## src/rtl/iter_divider.sv

```systemverilog
// Iterative RV32M DIV/DIVU/REM/REMU unit for the EX stage.
// Restoring division, one quotient bit per cycle, pipeline stalled meanwhile.
module iter_divider #(
    parameter int WIDTH = 32
) (
    input  logic             clk,
    input  logic             reset,
    input  logic             start,
    input  logic             flush,
    input  logic [1:0]       op,
    input  logic [WIDTH-1:0] a,
    input  logic [WIDTH-1:0] b,
    output logic             stall,
    output logic             done,
    output logic [WIDTH-1:0] result
);

    typedef enum logic [1:0] {IDLE, CALC, DONE} state_t;

    localparam int CW = $clog2(WIDTH + 1);
    localparam logic [WIDTH-1:0] MIN = {1'b1, {(WIDTH-1){1'b0}}};

    state_t state, state_nx;

    logic             is_rem, neg_q, neg_r;
    logic [WIDTH-1:0] quo, rem, dvs;
    logic [CW-1:0]    cnt;

    logic             sgn_op, a_neg, b_neg;
    logic [WIDTH-1:0] a_abs, b_abs;
    logic             div0, ovf, special, accept, last;
    logic [WIDTH-1:0] spec_res;
    logic [WIDTH:0]   trial;
    logic [WIDTH-1:0] q_step, r_step, fin_res;

    assign sgn_op  = ~op[0];
    assign a_neg   = sgn_op & a[WIDTH-1];
    assign b_neg   = sgn_op & b[WIDTH-1];
    assign a_abs   = a_neg ? -a : a;
    assign b_abs   = b_neg ? -b : b;
    assign div0    = (b == '0);
    assign ovf     = sgn_op & (a == MIN) & (b == '1);
    assign special = div0 | ovf;
    assign accept  = (state == IDLE) & start & ~flush;
    assign last    = (state == CALC) & (cnt == CW'(1));

    assign spec_res = div0 ? (op[1] ? a : '1)
                           : (op[1] ? '0 : MIN);

    // Shift {rem,quo} left one and try subtracting the divisor.
    assign trial  = {rem, quo[WIDTH-1]} - {1'b0, dvs};
    assign q_step = {quo[WIDTH-2:0], ~trial[WIDTH]};
    assign r_step = trial[WIDTH] ? {rem[WIDTH-2:0], quo[WIDTH-1]}
                                 : trial[WIDTH-1:0];

    assign fin_res = is_rem ? (neg_r ? -r_step : r_step)
                            : (neg_q ? -q_step : q_step);

    always_ff @(posedge clk or posedge reset) begin
        if (reset) begin
            state <= IDLE;
        end else begin
            state <= state_nx;
        end
    end

    always_comb begin
        state_nx = state;
        stall    = 1'b0;
        unique case (state)
            IDLE: begin
                if (accept) begin
                    stall    = 1'b1;
                    state_nx = special ? DONE : CALC;
                end
            end
            CALC: begin
                if (flush) begin
                    state_nx = IDLE;
                end else begin
                    stall = 1'b1;
                    if (last) state_nx = DONE;
                end
            end
            DONE:    state_nx = IDLE;
            default: state_nx = IDLE;
        endcase
    end

    always_ff @(posedge clk or posedge reset) begin
        if (reset) begin
            done   <= 1'b0;
            result <= '0;
            is_rem <= 1'b0;
            neg_q  <= 1'b0;
            neg_r  <= 1'b0;
            quo    <= '0;
            rem    <= '0;
            dvs    <= '0;
            cnt    <= '0;
        end else begin
            done <= (state_nx == DONE);
            if (accept) begin
                is_rem <= op[1];
                neg_q  <= a_neg ^ b_neg;
                neg_r  <= a_neg;
                quo    <= a_abs;
                rem    <= '0;
                dvs    <= b_abs;
                cnt    <= CW'(WIDTH);
                if (special) result <= spec_res;
            end else if ((state == CALC) && !flush) begin
                quo <= q_step;
                rem <= r_step;
                cnt <= cnt - CW'(1);
                if (last) result <= fin_res;
            end
        end
    end

endmodule

```

## config.mk

```make
export PLATFORM = sky130hd
export DESIGN_NAME = iter_divider
export DESIGN_NICKNAME = d
export VERILOG_FILES = /design/src/rtl/iter_divider.sv
export SDC_FILE = /design/constraint.sdc
export NUM_CORES = 1
export LEC_CHECK = 0
export ABC_CLOCK_PERIOD_IN_PS = 6300
export BUFFER_PORTS_ARGS = -buffer_cell sky130_fd_sc_hd__buf_2
export CAP_MARGIN = 10
export CORE_AREA = 4 4 142 144
export DETAILED_ROUTE_END_ITERATION = 12
export DIE_AREA = 0 0 146 148
export GPL_TIMING_DRIVEN = 0
export PLACE_DENSITY = 0.91
export REMOVE_ABC_BUFFERS = 1
export SLEW_MARGIN = 30
export SYNTH_ARGS = -nofsm -noshare
export SYNTH_HDL_FRONTEND = slang
export SYNTH_SLANG_ARGS = --single-unit
```

## constraint.sdc

```tcl
create_clock -name clk -period 6.3 [get_ports clk]
set_input_delay 0.315 -clock clk [delete_from_list [all_inputs] [get_ports clk]]
set_output_delay 0.315 -clock clk [all_outputs]
set_load 0.03 [all_outputs]
```

Word-level counts from Yosys, hierarchy flattened:

Cells that the tools add are included.

* bits in read-only memories: 0
* bits in writable memories: 0
* bits of input ports: 70
* bits in latches: 0
* register bits: 140
* word-level logic and storage cells: 68
* memories: 0
* output and inout port bits: 34

* magnitude comparators: 0
* shift-type cells: 0
* $mul: 0
* $add $sub $neg: 6
* equality and inequality tests: 6
* reductions and logical operators: 7
* multiplexer cells: 27
* bitwise gates (word level): 12
* div/mod/pow operators: 0

Operators by type and width (count)
* 32-bit 2-to-1 mux: 17
* 32-bit negator: 4
* 32-bit equality test (second input constant): 2
* 33-bit by 32-bit subtractor with 33-bit output: 1
* 32-bit logical NOT: 1
* 6-bit 2-to-1 mux: 2
* 2-bit 2-to-1 mux: 4
* 1-bit bitwise AND: 7
* 6-bit by 1-bit equality test with 1-bit output (second input constant): 1
* 6-bit by 1-bit subtractor with 6-bit output (second input constant): 1
* 2-bit case mux with 2 select lines: 1
* 2-bit nonzero test: 2
* 1-bit inverter: 3
* 3-bit AND reduction: 1
* 2-bit by 1-bit equality test with 1-bit output (second input constant): 1
* 2-bit equality test (second input constant): 1
* 2-bit logical NOT: 1
* 1-bit 2-to-1 mux: 2
* 2-bit inequality test (second input constant): 1
* 1-bit case mux with 2 select lines: 1
* 1-bit logical AND: 1
* 1-bit logical NOT: 1
* 1-bit OR: 1
* 1-bit bitwise XOR: 1

Longest topological paths before layout:

* depth after elaboration: 8
* mapped depth: 23
* depth with buffers taken out: 20

Worst setup path after synthesis:

OpenSTA, ideal clock, no wires.

* path kind: flip-flop to flip-flop
* start: register quo[31]
* end: register result[30]
* slack: 1.262 ns
* period minus slack after synthesis: 5.038 ns
* cell stages (with the launch flop): 23
* library setup time: 0.134 ns
* data required time: 6.166 ns
* buffers on the path: 3
* data arrival time: 4.904 ns
* cell sequence: dfrtp_1 > inv_1 > ha_1 > fa_1 > nand2b_1 > a21oi_1 > o211ai_2 > a211oi_1 > o21ai_0 > and2_1 > buf_6 > inv_2 > buf_2 > buf_1 > ha_1 > nand2_1 > or3_1 > or3_1 > or4_4 > o31ai_2 > xnor2_1 > a222oi_1 > o21ai_1

* cells in the longest elaborated chain, start to end: 8
* elaborated cells between the ends (all ways): 11
* classes of those cells: 3 x add/sub; 7 x mux; 1 x bitwise

RTL lines
* start, declared: line 26 `logic [WIDTH-1:0] quo, rem, dvs;`
* start signal, assigned: line 107 `quo <= a_abs;`
* start signal, assigned: line 113 `quo <= q_step;`
* 33-bit by 32-bit subtractor with 33-bit output: line 51 `assign trial = {rem, quo[WIDTH-1]} - {1'b0, dvs};`
* 32-bit 2-to-1 mux / 1-bit inverter (equally long branches): line 53, 52
* 32-bit negator, on equally long branches: line 56, 57
* 32-bit 2-to-1 mux, on equally long branches: line 56, 57
* 32-bit 2-to-1 mux (*): line 56 `assign fin_res = is_rem ? (neg_r ? -r_step : r_step)`
* 32-bit 2-to-1 mux (*): line 116 `if (last) result <= fin_res;`
* 32-bit 2-to-1 mux (*): line 112 `end else if ((state == CALC) && !flush) begin`
* 32-bit 2-to-1 mux (*): line 103 `if (accept) begin`
* end signal, assigned: line 111 `if (special) result <= spec_res;`
* end signal, assigned: line 116
* end, declared: line 15 `output logic [WIDTH-1:0] result`

Mark *: on every way between the ends. The rest lies on a longest branch, timed or not. The select of a mux whose other input is x is not followed.
A chain may end at the register's enable or synchronous reset.

Final worst setup path:

Same ends and word-level chain as after synthesis.

==> summary.txt <==
Global routing
  • Initial antenna violation count: 0
  • Largest net degree at the start of global routing: 87
  • GRT Resource Usage Total: 0.305
  • First-pass GRT wire length: 54.1 mm
  • Remaining Overflow, GRT: 0
  • Vias in the first global route: 10,800

Logic synthesis
  • Post-synthesis cell count: 1,415
  • Ys Warns: 0
  • Ys async rst share: 1.00
  • Synth Flop Type: dfrtp_1
  • Seq cells post-synth: 140
  • Post-Syn Area per Cell: 8.00 um^2
  • Mapped Area: 11,300 um^2
  • Sequential element share of the synthesized area: 0.309
  • Count of unique library cells instantiated by Yosys: 88
  • Number of synthesized flops with an enable pin: 0

Finish
  • Most frequent cells in the layout: 156 x nand2_1, 156 x o21ai_0, 138 x dfrtp_1
  • Ant diodes: 0
  • Synth-to-layout area growth: 12.3%
  • Share of post-route cells with drive strength above 1: 0.131
  • Post-layout nets: 1,595

Critical path
  • Crit-path cells: inv_1 -> ha_1 -> fa_1 -> nand2b_1 -> a21oi_1 -> o211ai_2 -> a211oi_1 -> o21ai_1 -> and2_4 -> inv_4 -> ha_1 -> nand2_1 -> or3_1 -> or3_1 -> or4_4 -> o31ai_2 -> xnor2_1 -> a222oi_1 -> o21ai_1
  • Worst Path Arrival: 6.34 ns
  • CP Max Fanout: 31
  • Crit Reg-Reg Endpoint: result[30]
  • WP data required: 6.61 ns
  • Crit path kind: flip-flop to flip-flop
  • R2R Path Start: quo[31]
  • Worst reg2reg path depth: 19
  • CP bufs+invs: 2
  • CP Launch Type: flip-flop
  • Worst setup EP type: flip-flop
  • Max incr delay on CP: 0.47 ns
  • Top Family by Delay on Critical Path: simple AND/OR/NAND/NOR gates
  • Slowest-stage cell, CP: or4_4
  • R2R setup slack: 0.26 ns

Clock tree
  • Clk Latency, worst-skew pair: 0.44 ns
  • CTS sink cnt: 140
  • Max H-tree Level: 4
  • CTS tree: built
  • Clk Tree Root Cell: clkbuf_16
  • Post-CTS Setup Inserts: 0
  • Clock-pin slew on the worst setup and hold paths: 0.06 ns
  • Cts bufs inserted: 17
  • Longest Clk Path Bufs: 2

STA
  • Fin crit period: 6.04 ns
  • Final Skew: 0.00876 ns
  • RSZ-0062 raised after global routing: false
  • Max-slew headroom: 0.322
  • Max-slew violations: 0
  • Final hold violation count: 0
  • Worst Hold Slack: 0.163 ns
  • Setup violators final: 0
  • Tcrit/Tclk final: 0.958
  • Fmax: 166 MHz
  • Worst-margin pin slew: 1.01 ns

Power and ir drop
  • Leak Pwr: 5.55 nW
  • VDD IR-drop max: 272 uV
  • Post-route total power: 7.04 mW
  • Power Dens Cells: 554 nW/um^2

Floorplan
  • Starting Density: 0.605
  • Die W: 146 um
  • Die H: 148 um
  • Core ar.: 18,700 um^2
  • I/O pin cnt: 104
  • # rows: 50
  • Die area: 21,600 um^2

Drt
  • Initial DRC Count: 1,342
  • Routed Antenna Nets: 0
  • DR WL/cell: 19.3 um
  • Via count: 11,500
  • Total Wirelength: 33.5 mm
  • # DRC: 0
  • Detail-routed via count per cell: 6.61
  • Pre-antenna DRT Iters: 8

Place
  • GPL Wtd Cong: 0.984
  • PortBufs: 103
  • DP HPWL: 24.8 mm

Min path
  • Worst Hold End: dvs[1]
  • Worst hold path depth: 3
  • Hold wc startpoint: b[1]
  • Hold crit path type: input port to flip-flop

Run
  • Max_cap viols: 0

Run status
  • Status: completed
==> power breakdown <==
part / total (mW) / internal, mW / switching (mW)
Clock: 1.08 / 0.694 / 0.385
Sequential: 1.56 / 1.19 / 0.372
Combinational: 4.40 / 1.65 / 2.75
Total: 7.04 / 3.53 / 3.51
==> logic make-up after synthesis <==
logic type	after synthesis	share of synthesized area
compound gates	479	0.266
xor+xnor	135	0.104
fa+ha+maj	40	0.0449
buf+inv	151	0.0559
flops	140	0.309
mux	36	0.0331
simple gates	434	0.186
==> sequential cells by signal (all words and copies together), names as in the netlist <==
name / flops
cnt: 6
done: 1
dvs: 32
is_rem: 1
neg_q: 1
neg_r: 1
quo: 32
rem: 32
result: 32
state: 2
==> tightest hold or removal path, delay by kind of cell <==
family | cells | cell delay [ns]
and+or+nand+nor | 1 | 0.05
buffers and inverters | 1 | 0.12
AOI/OAI and AO/OA | 1 | 0.07
==> metrics by stage <==
stage	TNS [ns]	cell area (um^2)	utilization	cells	setup slack, ns
after floorplan	0	11000	-	1348	0.385
after global placement	-192.25	11800	0.632	1685	-3.20
after detailed placement	0	12100	0.645	1699	0.0625
after CTS	0	12700	0.679	1732	0.167
after global routing	0	12700	0.680	1732	0.0135
final	0	12700	0.680	1732	0.263
==> layer usage <==
layer / wire length, um / global-route usage
met5: 0 / 0
met4: 1580 / 0.155
met3: 3730 / 0.0558
met2: 14800 / 0.481
met1: 13400 / 0.405
==> cell usage after synthesis (17+ instances only) <==
library cell,n,area (um^2)
inv_1,80,300
nor4_1,22,138
o31ai_1,23,173
or3_1,17,106
a22oi_1,34,255
nand4_1,19,119
xor2_1,47,412
a21oi_1,114,571
xnor2_1,88,771
o21ai_0,157,786
nor3_1,27,135
nor2_1,104,390
nand2_1,157,589
clkbuf_1,51,191
dfrtp_1,140,3500
mux2i_1,28,280
ha_1,39,488
a31oi_1,21,131
==> worst max path at each step <==
stage                            end     from  depth (start not counted)  slack (ns)
final                     result[30]  quo[31]                         19        0.26
after global routing      result[30]  quo[31]                         19        0.01
after CTS                 result[26]  quo[31]                         19        0.17
after detailed placement  result[30]  quo[31]                         19        0.06
after global placement         stall    flush                          5       -3.20
after floorplan           result[26]  rem[28]                         17        0.38
==> layout make-up <==
class | count | area (um^2)
tap | 234 | 293
sequential | 140 | 3510
timing repair buffer | 118 | 744
inverter | 84 | 325
clock buffer | 26 | 489
fill | 1488 | 5990
multi-input combinational | 1124 | 7220
clock inverter | 6 | 133
==> repair_timing <==
item,CTS,global route
setup endpoints to repair,2,8
hold endpoints to repair,54,0
gates resized for setup,1,2
hold buffers,1,0
Power figures use the tool's default switching activity.
